===== src/rtl/xbus_responder.sv =====
// Register-bus responder: synchronizes the async cs_n/rd_nwr strobes and turns
// even/odd byte accesses into 16-bit register writes and buffered register reads.
module xbus_responder #(
    parameter int SYNC_STAGES = 2
) (
    input  logic        clk,
    input  logic        reset_n,
    input  logic        bus_cs_n_i,
    input  logic        bus_rd_nwr_i,
    input  logic [3:0]  bus_reg_num_i,
    input  logic        bus_bytesel_i,
    input  logic [7:0]  bus_data_i,
    output logic [7:0]  bus_data_o,
    output logic        bus_data_oe_o,
    output logic        reg_wr_o,
    output logic [3:0]  reg_wr_num_o,
    output logic [15:0] reg_wr_data_o,
    output logic        reg_rd_o,
    output logic [3:0]  reg_rd_num_o,
    input  logic [15:0] reg_rd_data_i
);

    typedef enum logic [2:0] {
        IDLE,
        WR,
        RD_REQ,
        RD_CAP,
        DRIVE,
        WAIT_REL
    } state_t;

    state_t r_state, w_next;

    logic [SYNC_STAGES-1:0] r_cs_sync, r_rw_sync, r_sync_live;
    logic        r_cs_prev, r_armed;
    logic [3:0]  r_rnum, r_buf_num;
    logic        r_bsel, r_buf_vld;
    logic [7:0]  r_wbyte, r_hi_latch;
    logic [15:0] r_rd_buf;

    logic w_cs_s, w_rw_s, w_live, w_start, w_fetch;

    assign w_cs_s  = r_cs_sync[SYNC_STAGES-1];
    assign w_rw_s  = r_rw_sync[SYNC_STAGES-1];
    // r_sync_live marks when the synchronizer output reflects the pin rather than
    // its reset value, so a cs_n held low through reset never arms the detector.
    assign w_live  = r_sync_live[SYNC_STAGES-1];
    assign w_start = r_armed & r_cs_prev & ~w_cs_s;
    assign w_fetch = ~bus_bytesel_i | (bus_reg_num_i != r_buf_num) | ~r_buf_vld;

    always_ff @(posedge clk) begin
        if (!reset_n) begin
            r_cs_sync   <= '1;
            r_rw_sync   <= '1;
            r_sync_live <= '0;
            r_cs_prev   <= 1'b1;
            r_armed     <= 1'b0;
        end else begin
            r_cs_sync   <= {r_cs_sync[SYNC_STAGES-2:0], bus_cs_n_i};
            r_rw_sync   <= {r_rw_sync[SYNC_STAGES-2:0], bus_rd_nwr_i};
            r_sync_live <= {r_sync_live[SYNC_STAGES-2:0], 1'b1};
            r_cs_prev   <= w_cs_s;
            r_armed     <= r_armed | (w_cs_s & w_live);
        end
    end

    always_ff @(posedge clk) begin
        if (!reset_n) begin
            r_state    <= IDLE;
            r_rnum     <= '0;
            r_bsel     <= 1'b0;
            r_wbyte    <= '0;
            r_hi_latch <= '0;
            r_rd_buf   <= '0;
            r_buf_num  <= '0;
            r_buf_vld  <= 1'b0;
        end else begin
            r_state <= w_next;
            if (r_state == IDLE && w_start) begin
                r_rnum  <= bus_reg_num_i;
                r_bsel  <= bus_bytesel_i;
                r_wbyte <= bus_data_i;
            end
            if (r_state == WR && !r_bsel)
                r_hi_latch <= r_wbyte;
            // A write to the buffered register makes the buffer stale.
            if (r_state == WR && r_bsel && r_rnum == r_buf_num)
                r_buf_vld <= 1'b0;
            if (r_state == RD_CAP) begin
                r_rd_buf  <= reg_rd_data_i;
                r_buf_num <= r_rnum;
                r_buf_vld <= 1'b1;
            end
        end
    end

    always_comb begin
        w_next        = r_state;
        bus_data_o    = '0;
        bus_data_oe_o = 1'b0;
        reg_wr_o      = 1'b0;
        reg_wr_num_o  = '0;
        reg_wr_data_o = '0;
        reg_rd_o      = 1'b0;
        reg_rd_num_o  = '0;
        case (r_state)
            IDLE: begin
                if (w_start) begin
                    if (!w_rw_s)      w_next = WR;
                    else if (w_fetch) w_next = RD_REQ;
                    else              w_next = DRIVE;
                end
            end
            WR: begin
                if (r_bsel) begin
                    reg_wr_o      = 1'b1;
                    reg_wr_num_o  = r_rnum;
                    reg_wr_data_o = {r_hi_latch, r_wbyte};
                end
                w_next = WAIT_REL;
            end
            RD_REQ: begin
                reg_rd_o     = 1'b1;
                reg_rd_num_o = r_rnum;
                w_next       = RD_CAP;
            end
            RD_CAP: w_next = DRIVE;
            DRIVE: begin
                bus_data_oe_o = 1'b1;
                bus_data_o    = r_bsel ? r_rd_buf[7:0] : r_rd_buf[15:8];
                if (w_cs_s) w_next = IDLE;
            end
            WAIT_REL: begin
                if (w_cs_s) w_next = IDLE;
            end
            default: w_next = IDLE;
        endcase
    end

endmodule


===== config.mk =====
export PLATFORM = sky130hd
export DESIGN_NAME = xbus_responder
export DESIGN_NICKNAME = d
export VERILOG_FILES = /design/src/rtl/xbus_responder.sv
export SDC_FILE = /design/constraint.sdc
export NUM_CORES = 1
export LEC_CHECK = 0
export CAP_MARGIN = 20
export CORE_ASPECT_RATIO = 1.4
export CORE_UTILIZATION = 51
export DETAILED_ROUTE_END_ITERATION = 6
export PLACE_DENSITY = 0.87
export SYNTH_ARGS = -nofsm -noshare
export SYNTH_HDL_FRONTEND = slang
export SYNTH_SLANG_ARGS = --single-unit

===== constraint.sdc =====
create_clock -name clk -period 4.4 [get_ports clk]
set_input_delay 1.32 -clock clk [delete_from_list [all_inputs] [get_ports clk]]
set_output_delay 1.32 -clock clk [all_outputs]
set_load 0.01 [all_outputs]

# Yosys cells after proc, flatten, opt, wreduce, memory -nomap -nowiden
# Cells that the tools add are included.
[word_totals] in_bits=33 romBits=0 output_inout_bits=35 n_memories=0 elab_cells=60 latchBits=0 ram_bits=0 ff_bits=53
[classes] n_mux=19 n_eq_ne=9 magnitude_cmp=0 div=0 multipliers=0 addsub=0 bitwise=9 n_shift=0 reduce_logical=9
[op_table] operator="16-bit 2-to-1 mux" n=2
[op_table] operator="8-bit 2-to-1 mux" n=2
[op_table] operator="3-bit case mux with 5 select lines" n=1
[op_table] operator="3-bit 2-to-1 mux" n=4
[op_table] operator="4-bit 2-to-1 mux" n=3
[op_table] operator="1-bit 2-to-1 mux" n=7
[op_table] operator="3-bit by 2-bit == test with 1-bit output (second input constant)" n=2
[op_table] operator="3-bit == test (second input constant)" n=2
[op_table] operator="4-bit == test" n=1
[op_table] operator="1-bit logical AND" n=4
[op_table] operator="4-bit inequality test" n=1
[op_table] operator="1-bit AND" n=3
[op_table] operator="3-bit by 1-bit == test with 1-bit output (second input constant)" n=1
[op_table] operator="3-bit zero test" n=1
[op_table] operator="1-bit inverter" n=3
[op_table] operator="1-bit OR" n=3
[op_table] operator="2-bit by 1-bit inequality test with 1-bit output (second input constant)" n=1
[op_table] operator="2-bit inequality test (second input constant)" n=1
[op_table] operator="2-bit AND reduction" n=1
[op_table] operator="2-bit nonzero test" n=1
[op_table] operator="2-bit OR reduction" n=1
[op_table] operator="1-bit zero test" n=1

# Logic depth before layout (Yosys ltp)
[logic_depth] ltp_word=7 mapped_depth=5 mapped_depth_nobuf=3

# Worst setup path before layout
# No wires, ideal clock.
[synth_path] kind="flip-flop to output port" from="register r_state[2]" to="output port reg_wr_data_o[10]" required_ns=3.080 stages_incl_launch_ff=6 path_slack_ns=1.903 t_arrival_ns=1.177 n_path_buf=2 cell_sequence="dfxtp_1 > buf_6 > nand2b_1 > nor3b_2 > buf_2 > and2_1"
[synth_between] elab_chain_len=2
[synth_rtl] item="from (decl)" line_no="32" text="state_t r_state, w_next;"
[synth_rtl] item="from (signal assigned)" line_no="78" text="r_state <= w_next;"
[synth_rtl] item="3-bit by 1-bit == test with 1-bit output" line_no="106" text="case (r_state)"
[synth_rtl] item="16-bit 2-to-1 mux" line_no="106"
[synth_rtl] item="to (decl)" line_no="17" text="output logic [15:0] reg_wr_data_o,"
# Every way passes these cells.

# Worst setup path in the final report
[layout_path] from="register r_bsel" to="output port reg_wr_data_o[4]"
[layout_between] elab_chain_len=2
[layout_rtl] item="from (decl)" line_no="37" text="logic r_bsel, r_buf_vld;"
[layout_rtl] item="from (signal assigned)" line_no="81" text="r_bsel <= bus_bytesel_i;"
[layout_rtl] item="16-bit 2-to-1 mux" line_no="115" text="if (r_bsel) begin"
[layout_rtl] item="16-bit 2-to-1 mux" line_no="106"
# Every way passes these cells.

==> reports/metrics.yaml <==
grt_pass1_wl_um: 8830
power_density_nw_per_um2: 252
syn_to_final_growth_pct: 29.7
synth_edf_count: 0
rsz0062_at_grt: "false"
gp_congestion: 0.837
port_buffers: 67
num_io_pins: 68
worst_ir_drop_vdd_mv: 0.260
fin_tns_setup_ns: 0
synthCells: 288
ff2ff_path_depth: 3
die_width_um: 60.8
slew_headroom_pct: 41.5
die_height_um: 84.3
insertion_delay_ns: 0.29
nNetsFinal: 376
multiInputGateArea_um2: 1280
crit_required_ns: 3.08
cp_slowest_stage_delay_ns: 0.73
grt_pass1_vias: 1958
outcome: "finished, final reports clean"
cts_tree: "done"
cp_num_buf_inv: 2
root_buffer: "clkbuf_8"
synth_top_area_share_pct: 43.0
hold_buffers: 0
fin_util_pct: 70.0
syn_area_per_cell_um2: 8.56
final-hold-violation-count: 0
dpl.hpwl_um: 3710
n_fill_cell: 384
maxCapViolCount: 0
dieArea_um2: 5120
clk_pin_slew_ns: 0.09
cts_made_buffers: 5
report.power.total_w: 0.000807
path_class: "flip-flop to output pin"
critical_path_arrival_ns: 2.22
setup_viol: 0
wirelength_um: 5250
dr.pass1.iters: 4
grt_max_degree: 31
drtIter0Drc: 80
cts_sinks: 53
grt_usage_pct: 22.5
cts_buffer_depth: 2
initial_utilization_pct: 53.9
drc: 0
grt_remaining_overflow: 0
synth-seq-cells: 53
critPathLaunchType: "flip-flop"
netlist_area_um2: 2470
htreeDepth: 2
synth_nets: 321
core-area_um2: 4570
ys_warn_count: 0
holdWs_ns: 0.415
critPathLaunch: "r_bsel"
slowest_stage: "dfxtp_1"
yosysMostFrequentCell: "nand2_1"
path_depth: 4
cp-end-kind: "output pin"
fp-row-count: 29
p_leak_nw: 1.11
crit_fanout: 22
crit_family: "buffers and inverters"
wl_per_cell_um: 12.9
fin_crit_ns: 3.54
yosysSeqAreaShare_pct: 43.0
synthTopCellsByArea: "dfxtp_1 43%, a21boi_0 10%, nand2_1 9.0%"
min_path_type: "flip-flop to flip-flop"
fin_crit_sh_pct: 80.4
grt_antenna_before_repair: 0
post_synth_num_cell_types: 37
vias: 2097
hold_path_depth: 1
worstMarginPinSlew_ns: 0.874
post-route-cell-area_um2: 3200
cts.repair.resized: 0
final_max_slew_viol_count: 0
vias_per_cell: 5.17
fmax_mhz: 283
seq_area_um2: 1060
synth_common_cells: "59 x nand2_1, 53 x dfxtp_1, 33 x a21boi_0"
post-cts-setup-buffers: 0
diodes: 0
layout-drive-gt1-share_pct: 4.36
yosys_most_used_dff: "dfxtp_1"
synthArstFlopShare_pct: 0
dpl-instance-area_um2: 3120
synth_top_area_cell: "dfxtp_1"
ant_nets: 0
holdCritStartpoint: "r_rw_sync[0]"
skew_ns: 0.00207
crit_chain: "nor3b_2, buf_4, and2_1, clkdlybuf4s50_1"
r2r-start: "r_state[1]"
==> layout make-up <==
class | count | area share, %
Tap cell | 62 | 2.43
Sequential cell | 53 | 33.2
Inverter | 2 | 0.235
Timing Repair Buffer | 69 | 21.4
Multi-Input combinational cell | 212 | 40.1
Clock inverter | 2 | 0.313
Clock buffer | 6 | 2.27
==> cell families (layout without fill, tap and decap cells) <==
kind of cell,count (synthesis),after routing,share of synthesized area (%)
and+or+nand+nor,131,131,27.7
AOI/OAI and AO/OA,65,65,18.3
DFF,53,53,43.0
buffers and inverters,23,79,4.92
xor gates and xnor gates,8,8,2.84
muxes,8,8,3.25
==> per-stage QoR <==
| stage | cells | worst slack (ns) |
|---|---|---|
| after floorplan | 288 | 1.90 |
| after global placement | 398 | 1.23 |
| after detailed placement | 398 | 1.18 |
| after CTS | 406 | 0.841 |
| after global routing | 406 | 0.666 |
| final | 406 | 0.861 |
==> routing by layer <==
| metal | global-route usage, % | vias up | wire [um] |
|---|---|---|---|
| met5 | 0 | - | 0 |
| met4 | 6.82 | 0 | 72 |
| met3 | 5.55 | 7 | 239 |
| met2 | 39.5 | 61 | 2710 |
| met1 | 26.0 | 955 | 2230 |
| li1 | - | 1074 | - |
==> power breakdown <==
part	internal, W	switching (W)	total, W
Combinational	0.0000382	0.0000216	0.0000599
Clock	0.000111	0.000146	0.000257
Sequential	0.000485	0.00000572	0.000490
Total	0.000634	0.000173	0.000807
==> placed cells by master (no fill, tap or decap), drive strengths merged, types with 3 or more instances in the layout <==
cell	count
nand3	13
xor2	8
nand2	59
clkbuf	6
mux2i	8
and3	4
nand2b	6
a21boi	41
nor2	11
a21oi	3
dfxtp	53
clkdlybuf4s50	67
o21ai	15
and2	23
nor3	3
==> worst reg2reg max path, cell delays in order (launching register included) <==
cell and delay, ns:
dfxtp_1 0.74, and3b_1 0.75, o21ai_0 0.16, a31oi_1 0.17
==> path summary, 6_finish.rpt <==
path                      endpoint  slack [ns]
hold reg to reg       r_rw_sync[1]        0.42
setup / recovery  reg_wr_data_o[4]        0.86
setup reg to reg         r_buf_vld        2.51
hold / removal        r_rw_sync[1]        0.42
==> flip-flops by register name (all words and copies together) (netlist names) <==
name	cells
r_rw_sync	2
r_hi_latch	8
r_wbyte	8
r_cs_sync	2
r_rd_buf	16
r_state	3
r_rnum	4
r_buf_vld	1
r_bsel	1
r_buf_num	4
r_armed	1
r_sync_live	2
r_cs_prev	1
Power figures use the tool's default switching activity.
